### src/rtl/sar_step_gate.sv
// rtl/sar_step_gate.sv - SAR conversion sequencer: sample window, then MSB-first gated one-hot bit strobes
// Optional feature macro: SAR_STEP_GATE_CONT_EN (DONE re-enters SAMPLE while cont is high).
module sar_step_gate #(
  parameter int NBITS      = 8,
  parameter int DIV        = 2,
  parameter int SAMPLE_CYC = 2
) (
  input  logic                     clk,
  input  logic                     rst_n,
  input  logic                     start,
  input  logic                     abort,
  input  logic                     hold,
  input  logic                     cont,
  input  logic [NBITS-1:0]         en_mask,
  output logic                     sample,
  output logic [NBITS-1:0]         bit_en,
  output logic [$clog2(NBITS)-1:0] bit_idx,
  output logic                     busy,
  output logic                     done
);
  localparam int IW = $clog2(NBITS);
  localparam int PW = $clog2(DIV) + 1;
  localparam int SW = $clog2(SAMPLE_CYC) + 1;
  localparam logic [PW-1:0] P_LAST = PW'(DIV - 1);
  localparam logic [SW-1:0] S_LAST = SW'(SAMPLE_CYC - 1);
  localparam logic [IW-1:0] I_MSB  = IW'(NBITS - 1);

  typedef enum logic [1:0] {IDLE, SAMPLE, CONV, DONE} state_t;

  state_t           r_state, w_state_nx;
  logic [SW-1:0]    r_scnt, w_scnt_nx;
  logic [PW-1:0]    r_pcnt, w_pcnt_nx;
  logic [IW-1:0]    r_idx, w_idx_nx;
  logic             r_sample, r_busy, r_done;
  logic [NBITS-1:0] r_bit_en;
  logic             w_freeze;
  logic             w_cont_go;
  logic [NBITS-1:0] w_step;

`ifdef SAR_STEP_GATE_CONT_EN
  assign w_cont_go = cont;
`else
  logic w_unused_cont;
  assign w_unused_cont = cont;
  assign w_cont_go     = 1'b0;
`endif

  always_comb begin
    w_state_nx = r_state;
    w_scnt_nx  = r_scnt;
    w_pcnt_nx  = r_pcnt;
    w_idx_nx   = r_idx;
    case (r_state)
      IDLE: begin
        if (start) begin
          w_state_nx = SAMPLE;
          w_scnt_nx  = '0;
        end
      end
      SAMPLE: begin
        if (r_scnt == S_LAST) begin
          w_state_nx = CONV;
          w_pcnt_nx  = '0;
          w_idx_nx   = I_MSB;
        end else begin
          w_scnt_nx = r_scnt + 1'b1;
        end
      end
      CONV: begin
        // hold freezes the phase position; the remaining cycles run on release
        if (!hold) begin
          if (r_pcnt == P_LAST) begin
            w_pcnt_nx = '0;
            if (r_idx == '0) w_state_nx = DONE;
            else             w_idx_nx   = r_idx - 1'b1;
          end else begin
            w_pcnt_nx = r_pcnt + 1'b1;
          end
        end
      end
      DONE: begin
        w_state_nx = w_cont_go ? SAMPLE : IDLE;
        w_scnt_nx  = '0;
        w_idx_nx   = '0;
      end
      default: w_state_nx = IDLE;
    endcase
    if (abort) begin
      w_state_nx = IDLE;
      w_scnt_nx  = '0;
      w_pcnt_nx  = '0;
      w_idx_nx   = '0;
    end
  end

  assign w_freeze = (r_state == CONV) && hold;
  assign w_step   = {{(NBITS-1){1'b0}}, 1'b1} << w_idx_nx;

  always_ff @(posedge clk or negedge rst_n) begin
    if (!rst_n) begin
      r_state  <= IDLE;
      r_scnt   <= '0;
      r_pcnt   <= '0;
      r_idx    <= '0;
      r_sample <= 1'b0;
      r_busy   <= 1'b0;
      r_done   <= 1'b0;
      r_bit_en <= '0;
    end else begin
      r_state  <= w_state_nx;
      r_scnt   <= w_scnt_nx;
      r_pcnt   <= w_pcnt_nx;
      r_idx    <= w_idx_nx;
      r_sample <= (w_state_nx == SAMPLE);
      r_busy   <= (w_state_nx == SAMPLE) || (w_state_nx == CONV);
      r_done   <= (w_state_nx == DONE);
      r_bit_en <= ((w_state_nx == CONV) && !w_freeze) ? (w_step & en_mask) : '0;
    end
  end

  assign sample  = r_sample;
  assign bit_en  = r_bit_en;
  assign bit_idx = r_idx;
  assign busy    = r_busy;
  assign done    = r_done;
endmodule

### config.mk
export PLATFORM = sky130hd
export DESIGN_NAME = sar_step_gate
export DESIGN_NICKNAME = d
export VERILOG_FILES = /design/src/rtl/sar_step_gate.sv
export SDC_FILE = /design/constraint.sdc
export NUM_CORES = 1
export LEC_CHECK = 0
export ABC_CLOCK_PERIOD_IN_PS = 2300
export BUFFER_PORTS_ARGS = -buffer_cell sky130_fd_sc_hd__clkbuf_2
export CELL_PAD_IN_SITES_DETAIL_PLACEMENT = 1
export CELL_PAD_IN_SITES_GLOBAL_PLACEMENT = 2
export CORE_MARGIN = 1
export CORE_UTILIZATION = 31
export CTS_CLUSTER_DIAMETER = 120
export DETAILED_ROUTE_END_ITERATION = 8
export PLACE_DENSITY_LB_ADDON = 0.1
export SLEW_MARGIN = 20
export SYNTH_ARGS = -nofsm -noshare
export SYNTH_HDL_FRONTEND = slang
export SYNTH_SLANG_ARGS = --single-unit
### constraint.sdc
create_clock -name clk -period 2.3 [get_ports clk]
set_input_delay 0.115 -clock clk [delete_from_list [all_inputs] [get_ports clk]]
set_output_delay 0.115 -clock clk [all_outputs]
set_load 0.01 [all_outputs]
==> flow_summary.toml, run 1 <==
[run_status]
run_status = "completed"

[synth]
synth_flop_cell = "dfrtp_1"
synth_top_family_by_area = "simple AND/OR/NAND/NOR gates"
synth_cell_types = 36
async_reset_ff_frac = 1.00
synth_top_area_frac = 0.494
yosys_warnings = 0
synthCells = 96
synth_compound_area_frac = 0.127
synth_xor_area_frac = 0.00865
postSynthAreaPerCell_um2 = 10.5
synthAdderAreaFrac = 0.0742
synth-simple-area-share = 0.251
synth.most_common_cell = "dfrtp_1"
synth_top_area_cell = "dfrtp_1"
synthMuxAreaShare = 0
synth_top_cells_by_count = "dfrtp_1, inv_1, nor2_1"
ys_seq_area_frac = 0.494
synth_enable_flop_cells = 0
synthTopCellsByArea = "dfrtp_1, ha_1, inv_1"
syn-cell-area_um2 = 1010
synthesis.nets = 116
ys_seq_elements = 20

[job]
cap_violations = 0

[power]
swShare = 0.255
clkPwrFrac = 0.348
power_mw = 0.826
power_frac_comb = 0.193
p_sw_mw = 0.211
p_per_area_nw_per_um2 = 632
power.sequential.fraction = 0.458
leakage_nw = 0.672
internal_power_mw = 0.616
ir_drop_uv = 418

[drt]
drc_errors = 0
drt_pass1_iterations = 4
routedWlPerCell_um = 13.8
vias = 844
ant_nets = 0
viasPerCell = 4.82
drt_wl_total_um = 2410
drtIter0Drc = 30

[layout]
n_antenna_cell = 0
fin_util = 0.425
nNetsFinal = 152
area_growth_pct = 29.2
stdcell_area_um2 = 1310
nFillCells = 364
drive_gt1_frac = 0.328

[placement]
io_buffers = 26
place_area_um2 = 1230
place_hpwl_um = 1850
place_congestion = 0.736

[min_path]
holdPathEnd = "bit_en[6]"
hold_depth = 2
hold_path.class = "input pin to flop"
min-delay-start = "en_mask[6]"

[critical_path]
path_class = "flop to flop"
startpoint = "bit_idx[1]"
start_kind = "flop"
worstRegToRegCells = 10
cp.arrival_ns = 2.34
regToRegEndpoint = "bit_en[5]"
critPathRequiredTime_ns = 2.50
r2r_slack_ns = 0.16
r2r-start = "bit_idx[1]"
cp-end-kind = "flop"
crit_fanout = 4

[sta]
maxSlewHeadroom = 0.661
skew_ns = 0.00539
finalHoldViolations = 0
min_period_ns = 2.14
fmax_ghz = 0.467
period_share = 0.932
finalSetupViolCount = 0
worst_slew_pin_slew_ns = 0.508
maxSlewViolCount = 0
rsz0062_at_grt = "no"
holdWs_ns = 0.0318
setup_tns_ns = 0

[floorplan]
ios = 28
die_h_um = 59.1
dieArea_um2 = 3500
rows = 20
start_util = 0.329
core_area_um2 = 3080
fp.dieW_um = 59.1

[clock_tree]
clock_path_buffers = 2
cts_tree = "yes"
htreeDepth = 1
numCtsBuffers = 3
clock-root-buffer = "clkbuf_4"
clk_latency_ns = 0.30
clock_sinks = 20
cts.clk_slew.worst_paths_ns = 0.12

[global_routing]
track_usage = 0.163
first_global_vias = 926
grt_pass1_wl_um = 4230
antenna_found_initial = 0
grt_max_degree = 21
overflow = 0
## cells by family (layout without fill, tap and decap cells)
kind of cell               after synthesis  after routing
DFF                                     20             20
adders and majority gates                6              6
and+or+nand+nor                         38             38
xor gates and xnor gates                 1              1
buffers and inverters                   12             47
AOI/OAI and AO/OA                       19             19
## repair_timing
item | 4_1_cts | 5_1_grt
resized for setup | 1 | 1
hold endpoints to repair | 21 | 0
buffers inserted | 0 | 0
cloned | 0 | 0
hold buffers | 2 | 0
setup endpoints to repair | 1 | 2
## final cells by class
class / instances / area (µm²) / share of cell area
clock buffer: 3 / 22.5 / 0.0172
clock inverter: 1 / 30.0 / 0.0230
sequential: 20 / 500 / 0.383
tap: 44 / 55.1 / 0.0421
multi-input combinational: 64 / 470 / 0.360
inverter: 9 / 33.8 / 0.0258
timing repair buffer: 34 / 195 / 0.149
## critical path, stage by stage, from the launching register on
cell and delay, ns:
dfrtp_1 0.42, inv_1 0.11, ha_1 0.17, nor2b_1 0.17, a31oi_1 0.11, o22ai_1 0.19, nand2b_1 0.09, ha_1 0.19
o21ai_0 0.13, and2b_1 0.27, and4_1 0.20
## stage by stage
stage          instances  worst slack (ns)
6_report             175             0.157
5_1_grt              175           0.00711
4_1_cts              175            0.0943
3_3_place_gp         169             0.148
2_1_floorplan         96             0.234
3_5_place_dp         169            0.0286
## placed cells by master (no fill, tap or decap), drive strengths merged, types with 2 or more instances in the layout
| master | Yosys | final |
|---|---|---|
| nand3b | 2 | 2 |
| nor4 | 2 | 2 |
| nor2 | 9 | 9 |
| inv | 9 | 9 |
| dlygate4sd3 | 0 | 2 |
| dfrtp | 20 | 20 |
| o21ai | 5 | 5 |
| nand2b | 3 | 3 |
| nor2b | 5 | 5 |
| ha | 6 | 6 |
| clkbuf | 3 | 29 |
| and3b | 2 | 2 |
| a21oi | 5 | 5 |
| and3 | 3 | 3 |
| buf | 0 | 6 |
## power by group through the flow
stage | logic (mW) | clock network [mW] | registers (mW)
floorplan | 0.0875 | 0 | 0.384
global placement | 0.152 | 0 | 0.385
detailed placement | 0.156 | 0 | 0.386
CTS | 0.161 | 0.297 | 0.379
global route | 0.181 | 0.306 | 0.381
finish | 0.160 | 0.288 | 0.379
## metal layers
layer	share of wire	GRT usage
met1	0.46	0.195
met2	0.51	0.295
met3	0.027	0.0393
met4	0.0083	0.0340
met5	0	0
## worst max path at each step
stage | slack, ns | depth (start not counted) | to
global placement | 0.15 | 7 | bit_en[5]
CTS | 0.09 | 7 | bit_en[5]
global route | 0.007 | 10 | bit_en[5]
detailed placement | 0.03 | 7 | bit_en[5]
finish | 0.16 | 10 | bit_en[5]
floorplan | 0.23 | 10 | bit_en[5]
## sequential cells by signal, summed over array words and instances (netlist names)
name     count
done         1
r_scnt       2
busy         1
bit_en       8
sample       1
r_state      2
r_pcnt       2
bit_idx      3
No activity file was read; power rests on OpenSTA's default activity.
==> run 2: changes to the inputs <==
- ABC_CLOCK_PERIOD_IN_PS: 2300 -> 2500
- CORE_UTILIZATION: 31 -> 33
- clock period: 2.3 -> 2.5 ns (I/O delays scaled with it)
==> run 2 against run 1 <==
  * The flow now finishes with violations (DRC)
  * Core utilization increased by 1.2 points
  * Clock skew about the same
  * Die area decreased by 5.8%
  * Maximum frequency decreased by 6.7%
  * Sequential cell count unchanged
  * Critical path depth decreased by 3
  * Sequential power decreased by 7.9%
  * Count of clock-buffer cells in the layout increased by 1
  * Register-to-register slack improved by 0.05 ns
  * Final cell count decreased by 10%
==> flow_summary.toml, run 2 (synthesis gave the netlist of run 1 again) <==
[sta]
finalSetupViolCount = 0
min_period_ns = 2.30
rsz0062_at_grt = "no"
finalHoldViolations = 0
maxSlewHeadroom = 0.658
fmax_ghz = 0.435
maxSlewViolCount = 0
skew_ns = 0.00523
period_share = 0.919
setup_tns_ns = 0
worst_slew_pin_slew_ns = 0.513

[drt]
viasPerCell = 5.22
vias = 820
drt_pass1_iterations = 6
ant_nets = 0
drc_errors = 3
drtIter0Drc = 18
drt_wl_total_um = 2310
routedWlPerCell_um = 14.7

[global_routing]
first_global_vias = 890
antenna_found_initial = 0
grt_pass1_wl_um = 4060
grt_max_degree = 21
track_usage = 0.163
overflow = 0

[critical_path]
worstRegToRegCells = 7
r2r-start = "bit_idx[0]"
start_kind = "flop"
cp-end-kind = "flop"
critPathRequiredTime_ns = 2.75
path_class = "flop to flop"
regToRegEndpoint = "bit_en[7]"
crit_fanout = 4
cp.arrival_ns = 2.54
r2r_slack_ns = 0.20

[job]
cap_violations = 0

[min_path]
min-delay-start = "en_mask[1]"
hold_depth = 2
holdPathEnd = "bit_en[1]"
hold_path.class = "input pin to flop"

[placement]
io_buffers = 26
place_congestion = 0.740
place_area_um2 = 1180
place_hpwl_um = 1770
placed_cells = 151

[power]
clkPwrFrac = 0.287
leakage_nw = 0.643
ir_drop_uv = 248
swShare = 0.281
p_per_area_nw_per_um2 = 542
power.sequential.fraction = 0.520
internal_power_mw = 0.482
power_frac_comb = 0.193
p_sw_mw = 0.188

[floorplan]
dieArea_um2 = 3290
fp.dieW_um = 57.4
ios = 28
start_util = 0.358
die_h_um = 57.4
core_area_um2 = 2830
rows = 19

[layout]
mostFrequentLayoutCell = "clkbuf_2"
fin_util = 0.437
nFillCells = 350
layout.cells.non_filler = 157
n_antenna_cell = 0
mostFrequentLayoutCells = "clkbuf_2, dfrtp_1, inv_1, nor2_1, ha_1"
area_growth_pct = 22.1
stdcell_area_um2 = 1240
nNetsFinal = 147
largest_reg_flops = 8
drive_gt1_frac = 0.302

[clock_tree]
clk_latency_ns = 0.30
cts_tree = "yes"
cts_setup_buffers = 0
clock_path_buffers = 2
clock_sinks = 20
cts.clk_slew.worst_paths_ns = 0.11
clock-root-buffer = "clkbuf_4"
htreeDepth = 1
numCtsBuffers = 3

[run_status]
violations = "DRC"
run_status = "finished, violations left"
## run 2: cell type report
class,count,area (µm²),area share
clock buffer,4,36.3,0.0294
sequential,20,500,0.405
inverter,9,33.8,0.0273
timing repair buffer,29,158,0.128
tap,31,38.8,0.0314
multi-input combinational,64,469,0.380
## run 2: power by group through the flow
stage / Clock [mW] / Sequential, mW / Combinational [mW]
after global placement: 0 / 0.355 / 0.124
final: 0.193 / 0.349 / 0.129
after CTS: 0.203 / 0.349 / 0.131
after global routing: 0.213 / 0.352 / 0.147
after detailed placement: 0 / 0.356 / 0.127
after floorplan: 0 / 0.353 / 0.0805
## run 2: how the worst max path moves through the flow
stage	start	slack, ns	end	cells past startpoint
final	bit_idx[0]	0.20	bit_en[7]	7
after detailed placement	bit_idx[0]	0.19	bit_en[7]	10
after floorplan	bit_idx[0]	0.43	bit_en[5]	10
after global routing	bit_idx[0]	0.01	bit_en[7]	7
after global placement	bit_idx[0]	0.19	bit_en[5]	10
after CTS	bit_idx[0]	0.16	bit_en[7]	10
## run 2: through the flow
step	setup WS (ns)	hold slack [ns]	total power, mW
after floorplan	0.434	-0.171	0.434
after global placement	0.193	0.109	0.480
after detailed placement	0.185	0.122	0.483
after CTS	0.163	0.0306	0.683
after global routing	0.0142	0.0360	0.712
final	0.203	0.0432	0.670
## run 2: critical path, stage by stage (launching register included)
cell and delay (ns):
dfrtp_1 0.41, inv_1 0.09, ha_1 0.21, or4b_2 0.60, o21ai_0 0.27, a22o_1 0.26
and2b_1 0.20, and4b_1 0.20
## run 2: what timing repair did
| action | in CTS | in global routing |
|---|---|---|
| hold buffers | 2 | 0 |
| endpoints found under the setup margin | 0 | 3 |
| endpoints found under the hold margin | 21 | 0 |
| gates resized for setup | 0 | 1 |
## run 2: layer usage
layer	global-route usage	share of wire	routed length [µm]
met1	0.214	0.47	1080
met2	0.267	0.49	1130
met3	0.0272	0.032	75
met4	0.0627	0.0082	19
met5	0	0	0
